==> src/rtl/matrix_mem_port_master_if.sv <==
// Bundle of command, load-stream, dump-stream and memory-port signals for matrix_mem_port_master.
// The master modport is the controller's view; slave is the host/memory side.
interface matrix_mem_port_master_if #(
  parameter int unsigned AW = 4,
  parameter int unsigned DW = 32
);
  logic          cmd_valid;
  logic          cmd_ready;
  logic          cmd_load;
  logic [AW-1:0] cmd_base;
  logic [AW:0]   cmd_count;

  logic          s_valid;
  logic          s_ready;
  logic [DW-1:0] s_data;

  logic          m_valid;
  logic          m_ready;
  logic [DW-1:0] m_data;
  logic          m_last;

  logic [AW-1:0] mem_addr;
  logic [DW-1:0] mem_write_data;
  logic          mem_write_enable;
  logic [DW-1:0] mem_read_data;

  logic          done;

  modport master (
    input  cmd_valid, cmd_load, cmd_base, cmd_count,
    input  s_valid, s_data,
    input  m_ready,
    input  mem_read_data,
    output cmd_ready, s_ready, m_valid, m_data, m_last,
    output mem_addr, mem_write_data, mem_write_enable,
    output done
  );

  modport slave (
    output cmd_valid, cmd_load, cmd_base, cmd_count,
    output s_valid, s_data,
    output m_ready,
    output mem_read_data,
    input  cmd_ready, s_ready, m_valid, m_data, m_last,
    input  mem_addr, mem_write_data, mem_write_enable,
    input  done
  );
endinterface

==> src/rtl/matrix_mem_port_master.sv <==
// Sole driver of one single-port matrix memory: loads a run of words from a stream into it,
// or dumps a run of words from it to a backpressured stream through a 4-entry output FIFO.
module matrix_mem_port_master #(
  parameter int unsigned AW = 4,
  parameter int unsigned DW = 32
) (
  input logic                   clk,
  input logic                   rst,
  matrix_mem_port_master_if.master io_bus
);

  typedef enum logic [1:0] {StIdle, StLoad, StRead, StFlush} state_e;

  localparam logic [AW:0] MaxCount = {1'b1, {AW{1'b0}}};
  localparam logic [AW:0] CntOne   = {{AW{1'b0}}, 1'b1};

  state_e        r_state;
  logic [AW-1:0] r_base;
  logic [AW:0]   r_count;
  logic [AW:0]   r_idx;
  logic [AW:0]   r_out_idx;
  logic          r_rd_pending;
  logic          r_done;
  logic [DW-1:0] r_fifo [4];
  logic [1:0]    r_wr_ptr;
  logic [1:0]    r_rd_ptr;
  logic [2:0]    r_occ;

  logic          w_cmd_fire;
  logic [AW:0]   w_cmd_count;
  logic [AW-1:0] w_addr;
  logic          w_wr;
  logic          w_issue;
  logic          w_m_valid;
  logic          w_pop;
  logic          w_push;
  logic          w_last_word;
  logic          w_final_pop;

  always_comb begin
    w_cmd_fire  = io_bus.cmd_valid && (r_state == StIdle);
    w_cmd_count = (io_bus.cmd_count > MaxCount) ? MaxCount : io_bus.cmd_count;
    w_addr      = r_base + r_idx[AW-1:0];
    w_wr        = (r_state == StLoad) && io_bus.s_valid && !rst;
    // Cap occupancy plus in-flight read at 2 so a landing read always finds FIFO space.
    w_issue     = (r_state == StRead) && (r_idx < r_count) &&
                  ((r_occ + 3'(r_rd_pending)) <= 3'd2) && !rst;
    w_m_valid   = (r_occ != 3'd0) && !rst;
    w_pop       = w_m_valid && io_bus.m_ready;
    w_push      = r_rd_pending;
    w_last_word = (r_out_idx == (r_count - CntOne));
    w_final_pop = w_pop && w_last_word;
  end

  always_comb begin
    io_bus.cmd_ready        = (r_state == StIdle);
    io_bus.s_ready          = (r_state == StLoad) && !rst;
    io_bus.mem_write_enable = w_wr;
    io_bus.mem_write_data   = w_wr ? io_bus.s_data : '0;
    io_bus.mem_addr         = (w_wr || w_issue) ? w_addr : '0;
    io_bus.m_valid          = w_m_valid;
    io_bus.m_data           = w_m_valid ? r_fifo[r_rd_ptr] : '0;
    io_bus.m_last           = w_m_valid && w_last_word;
    io_bus.done             = r_done && !rst;
  end

  always_ff @(posedge clk) begin
    if (rst) begin
      r_state      <= StIdle;
      r_base       <= '0;
      r_count      <= '0;
      r_idx        <= '0;
      r_out_idx    <= '0;
      r_rd_pending <= 1'b0;
      r_done       <= 1'b0;
      r_wr_ptr     <= '0;
      r_rd_ptr     <= '0;
      r_occ        <= '0;
    end else begin
      r_done       <= 1'b0;
      r_rd_pending <= w_issue;

      if (w_push) begin
        r_fifo[r_wr_ptr] <= io_bus.mem_read_data;
        r_wr_ptr         <= r_wr_ptr + 2'd1;
      end
      if (w_pop) begin
        r_rd_ptr  <= r_rd_ptr + 2'd1;
        r_out_idx <= r_out_idx + CntOne;
      end
      r_occ <= r_occ + 3'(w_push) - 3'(w_pop);

      unique case (r_state)
        StIdle: begin
          if (w_cmd_fire) begin
            r_base    <= io_bus.cmd_base;
            r_count   <= w_cmd_count;
            r_idx     <= '0;
            r_out_idx <= '0;
            if (w_cmd_count == '0) begin
              r_done <= 1'b1;
            end else begin
              r_state <= io_bus.cmd_load ? StLoad : StRead;
            end
          end
        end
        StLoad: begin
          if (io_bus.s_valid) begin
            r_idx <= r_idx + CntOne;
            if (r_idx == (r_count - CntOne)) begin
              r_state <= StIdle;
              r_done  <= 1'b1;
            end
          end
        end
        StRead: begin
          if (w_issue) begin
            r_idx <= r_idx + CntOne;
          end
          // The final word can leave before READ hands over to FLUSH (short dumps).
          if (w_final_pop) begin
            r_state <= StIdle;
            r_done  <= 1'b1;
          end else if ((r_idx == r_count) && !r_rd_pending) begin
            r_state <= StFlush;
          end
        end
        StFlush: begin
          if (w_final_pop) begin
            r_state <= StIdle;
            r_done  <= 1'b1;
          end
        end
        default: r_state <= StIdle;
      endcase
    end
  end

endmodule

==> src/flat_wrapper.sv <==
// flat-port wrapper written by rule: the top's interface ports become plain ports
module matrix_mem_port_master_flat 
#(
  parameter int unsigned AW = 4,
  parameter int unsigned DW = 32
)
  (clk, rst, io_bus_cmd_valid, io_bus_cmd_load, io_bus_cmd_base, io_bus_cmd_count, io_bus_s_valid, io_bus_s_data, io_bus_m_ready, io_bus_mem_read_data, io_bus_cmd_ready, io_bus_s_ready, io_bus_m_valid, io_bus_m_data, io_bus_m_last, io_bus_mem_addr, io_bus_mem_write_data, io_bus_mem_write_enable, io_bus_done);
  matrix_mem_port_master_if #(.AW(AW), .DW(DW)) io_bus_i ();
  input logic clk;
  input logic rst;
  input wire logic [$bits(io_bus_i.cmd_valid)-1:0] io_bus_cmd_valid;
  input wire logic [$bits(io_bus_i.cmd_load)-1:0] io_bus_cmd_load;
  input wire logic [$bits(io_bus_i.cmd_base)-1:0] io_bus_cmd_base;
  input wire logic [$bits(io_bus_i.cmd_count)-1:0] io_bus_cmd_count;
  input wire logic [$bits(io_bus_i.s_valid)-1:0] io_bus_s_valid;
  input wire logic [$bits(io_bus_i.s_data)-1:0] io_bus_s_data;
  input wire logic [$bits(io_bus_i.m_ready)-1:0] io_bus_m_ready;
  input wire logic [$bits(io_bus_i.mem_read_data)-1:0] io_bus_mem_read_data;
  output wire logic [$bits(io_bus_i.cmd_ready)-1:0] io_bus_cmd_ready;
  output wire logic [$bits(io_bus_i.s_ready)-1:0] io_bus_s_ready;
  output wire logic [$bits(io_bus_i.m_valid)-1:0] io_bus_m_valid;
  output wire logic [$bits(io_bus_i.m_data)-1:0] io_bus_m_data;
  output wire logic [$bits(io_bus_i.m_last)-1:0] io_bus_m_last;
  output wire logic [$bits(io_bus_i.mem_addr)-1:0] io_bus_mem_addr;
  output wire logic [$bits(io_bus_i.mem_write_data)-1:0] io_bus_mem_write_data;
  output wire logic [$bits(io_bus_i.mem_write_enable)-1:0] io_bus_mem_write_enable;
  output wire logic [$bits(io_bus_i.done)-1:0] io_bus_done;
  assign io_bus_i.cmd_valid = io_bus_cmd_valid;
  assign io_bus_i.cmd_load = io_bus_cmd_load;
  assign io_bus_i.cmd_base = io_bus_cmd_base;
  assign io_bus_i.cmd_count = io_bus_cmd_count;
  assign io_bus_i.s_valid = io_bus_s_valid;
  assign io_bus_i.s_data = io_bus_s_data;
  assign io_bus_i.m_ready = io_bus_m_ready;
  assign io_bus_i.mem_read_data = io_bus_mem_read_data;
  assign io_bus_cmd_ready = io_bus_i.cmd_ready;
  assign io_bus_s_ready = io_bus_i.s_ready;
  assign io_bus_m_valid = io_bus_i.m_valid;
  assign io_bus_m_data = io_bus_i.m_data;
  assign io_bus_m_last = io_bus_i.m_last;
  assign io_bus_mem_addr = io_bus_i.mem_addr;
  assign io_bus_mem_write_data = io_bus_i.mem_write_data;
  assign io_bus_mem_write_enable = io_bus_i.mem_write_enable;
  assign io_bus_done = io_bus_i.done;
  matrix_mem_port_master #(.AW(AW), .DW(DW)) u_core (.clk(clk), .rst(rst), .io_bus(io_bus_i));
endmodule
==> config.mk <==
export PLATFORM = sky130hd
export DESIGN_NAME = matrix_mem_port_master_flat
export DESIGN_NICKNAME = d
export VERILOG_FILES = /design/src/rtl/matrix_mem_port_master_if.sv /design/src/rtl/matrix_mem_port_master.sv /design/src/flat_wrapper.sv
export SDC_FILE = /design/constraint.sdc
export NUM_CORES = 1
export LEC_CHECK = 0
export CAP_MARGIN = 40
export CORE_MARGIN = 10
export CORE_UTILIZATION = 46
export CTS_CLUSTER_SIZE = 14
export DETAILED_ROUTE_END_ITERATION = 8
export PLACE_DENSITY = 0.73
export RECOVER_POWER = 50
export SKIP_CTS_REPAIR_TIMING = 1
export SLEW_MARGIN = 5
export SYNTH_ARGS = -nofsm -noshare
export SYNTH_HDL_FRONTEND = slang
export SYNTH_SLANG_ARGS = --single-unit
export TNS_END_PERCENT = 100
==> constraint.sdc <==
create_clock -name clk -period 2.15 [get_ports clk]
set_input_delay 0.215 -clock clk [delete_from_list [all_inputs] [get_ports clk]]
set_output_delay 0.215 -clock clk [all_outputs]
set_load 0.02 [all_outputs]
==> impl_results.md <==
* Port-buffer cells at 152
* CP Capture Type: register
* RSZ-0062 raised after global routing: yes
* Grt total ovfl at 0
* Placement Rows at 45
* Number of synthesized flops with an enable pin at 128
* Via-to-Cell Ratio at between 5 and 6
* Reg2reg start: u_core.r_count[1]
* Worst Path Arrival at 2630 ps
* Max_slew headroom at between 50% and 60%
* Min Tclk post-route at 2312 ps
* Routed WL at about 18 mm
* Syn nets at ~580
* Synth Cell Area at 0.007068 mm²
* Number of global-route vias before repair at 5009
* Fmax at roughly 0.43 GHz
* Drt drc at 0
* Synth Instances at approximately 480
* Clk buf depth at 2
* DR WL/cell at approximately 20 µm
* Commonest cells after routing, fill and taps aside: 128 x edfxtp_1, 58 x buf_4, 48 x clkdlybuf4s50_1
* Iter 0 DRT Violations at 266
* Sink Count at 160
* Register area share after synthesis at roughly 63%
* Hold_sp: io_bus_cmd_base[0]
* Crit-path max FO at 5
* TritonCTS clock tree: done
* Layout Nets at 806
* Failing checks: negative setup slack
* GRT Total Usage at around 17%
* CP startpoint kind: register
* Crit path launch: u_core.r_count[1]
* Final setup viols at 20
* Top_reg_cell synth: edfxtp_1
* Worst-Skew Late Latency at 420 ps
* Final ANT Viol Nets at 0
* Layout cells sized above 1 at 30.59%
* Area fraction of the dominant cell type after synthesis at a little over half
* Synthesis warning total at 0
* Initial antenna violation count at 1
* Die height at roughly 140 µm
* HPWL after DPL at approximately 13 mm
* Status: complete, but fails checks
* Leading area contributor after synthesis: edfxtp_1
* Final hold violations at 0
* Ant diodes at 0
* Clk slew on worst S/H paths at about 70 ps
* Tcrit/Tclk final at 107.5%
* GPL Wtd Cong at roughly 0.84
* H-Tree Depth at 4
* Final WS setup at -161.8 ps
* CP required at ~2500 ps
* Synth top area cells: edfxtp_1 54%, mux4_2 10%, dfxtp_1 9.1%
* Final Skew at about 7.8 ps
* Slew @ Worst Pin at approximately 730 ps
* Final core occ at 68.34%
* IR drop worst, VDD at approximately 0.00055 V
* Area of the die at 0.02072 mm²
* Post-synth ARST share at 0%
* Post-Syn Area per Cell at roughly 15 µm²
* Hold Slack at about 340 ps
* Fin Setup TNS at -1409 ps
* Library cells used by synthesis at 50
* Max-Cap Viols at 0
* Chip Width at between 100 and 150 µm
* Register-to-register setup slack at -160 ps
* Via count at about 4800
* Root buffer cell: clkbuf_16
* Synthesized flop and latch total at 160
* Crit Path Class: reg -> reg
* Area Overhead vs Synth at 46.45%
* P per Cell Area at 828.1 mW/mm²
* Pins Over Slew Limit at 0
* First-pass detailed-route iteration total at 4
* Pin count of the biggest net entering global routing at 35
* Hold Crit Class: in -> reg
* Io pins at approximately 150
* Most common cell after layout, fill and taps aside: edfxtp_1
* Initial Utilization at a little under half
* First-pass GRT wire length at 26.45 mm
* Num CTS Buffers at 17
* Pleak at between 4 and 5 nW
* Area of the core at 0.01515 mm²
cells in the mapped netlist (2+ instances only):
master    count
xnor2_1      14
edfxtp_1    128
buf_2         3
nand4_1       4
nor2_1       23
nor2b_1       5
dfxtp_1      32
o21ai_0       2
a21oi_1      15
mux4_2       32
nand3b_1      4
nor3_1        7
and2_1       37
ha_1         23
xor2_1       11
a21o_1        2
o21a_1        2
a32o_1        3
or2_2         2
clkbuf_1     16
nand2_1      25
nand3_1       6
a21boi_0      2
mux2i_1       2
and3_1       35
o22ai_1       2
inv_1        19
cells by family (layout without fill, tap and decap cells):
family / after synthesis / in the layout / share of synthesized area, %
xor+xnor: 25 / 25 / 3.098
compound gates: 38 / 38 / 3.894
simple gates: 155 / 155 / 12.13
fa+ha+maj: 24 / 24 / 4.355
mux: 34 / 34 / 10.48
buf+inv: 43 / 280 / 2.602
flops: 160 / 160 / 63.44
flip-flops by register name (all words and copies together) (netlist names), named ones only:
| signal | cells |
|---|---|
| u_core.r_state | 2 |
| u_core.r_wr_ptr | 2 |
| u_core.r_base | 4 |
| u_core.r_fifo | 128 |
| u_core.r_rd_ptr | 2 |
| u_core.r_out_idx | 5 |
| u_core.r_idx | 5 |
| u_core.r_rd_pending | 1 |
| u_core.r_count | 5 |
| u_core.r_occ | 3 |
| u_core.r_done | 1 |
path summary, 6_finish.rpt:
check | endpoint | cells past startpoint
max | u_core.r_state[0] | 9
min | u_core.r_base[0] | 3
max reg2reg | u_core.r_state[0] | 9
min reg2reg | u_core.r_base[0] | 2
per-layer routing:
layer | vias to the layer above | part of all wire [%] | track usage, %
li1 | 2248 | - | -
met1 | 2358 | 39 | 18.86
met2 | 147 | 53 | 29.56
met3 | 18 | 6.1 | 4.554
met4 | 2 | 1.3 | 5.266
met5 | - | 0.073 | 0
area by class of cell:
cell class	count	area [µm²]
tap	188	235.2
clock buffer	17	425.4
timing repair buffer	228	2351
fill	1015	4795
inverter	20	75.07
multi-input combinational	276	2613
clock inverter	15	157.7
sequential	160	4494
stage by stage:
stage / area (µm²) / cells / total power, W / setup WS [ps]
6_report: 10350 / 904 / 0.008571 / -161.8
3_5_place_dp: 9319 / 850 / 0.005437 / -483.7
3_3_place_gp: 9319 / 850 / 0.005386 / -414.4
5_1_grt: 10350 / 904 / 0.008942 / -220.3
2_1_floorplan: 7083 / 479 / 0.004589 / -31.31
4_1_cts: 9902 / 882 / 0.008384 / -1028
power by group:
part | switching, W | leakage, nW | total (W) | internal [W]
clock network | 0.00123 | 0.283 | 0.00295 | 0.00172
registers | 0.0000663 | 1.41 | 0.00350 | 0.00344
logic | 0.00101 | 2.98 | 0.00212 | 0.00110
total | 0.00231 | 4.67 | 0.00857 | 0.00626
critical path, cell delays in order, from the launching register on:
cell and delay (ps):
dfxtp_2 340, inv_2 50, buf_6 110, ha_4 170, o21ba_4 190, a221oi_2 260
a31oi_2 80, or4_4 540, and3_4 180, o32a_4 290
(Power assumes the default switching activity.)
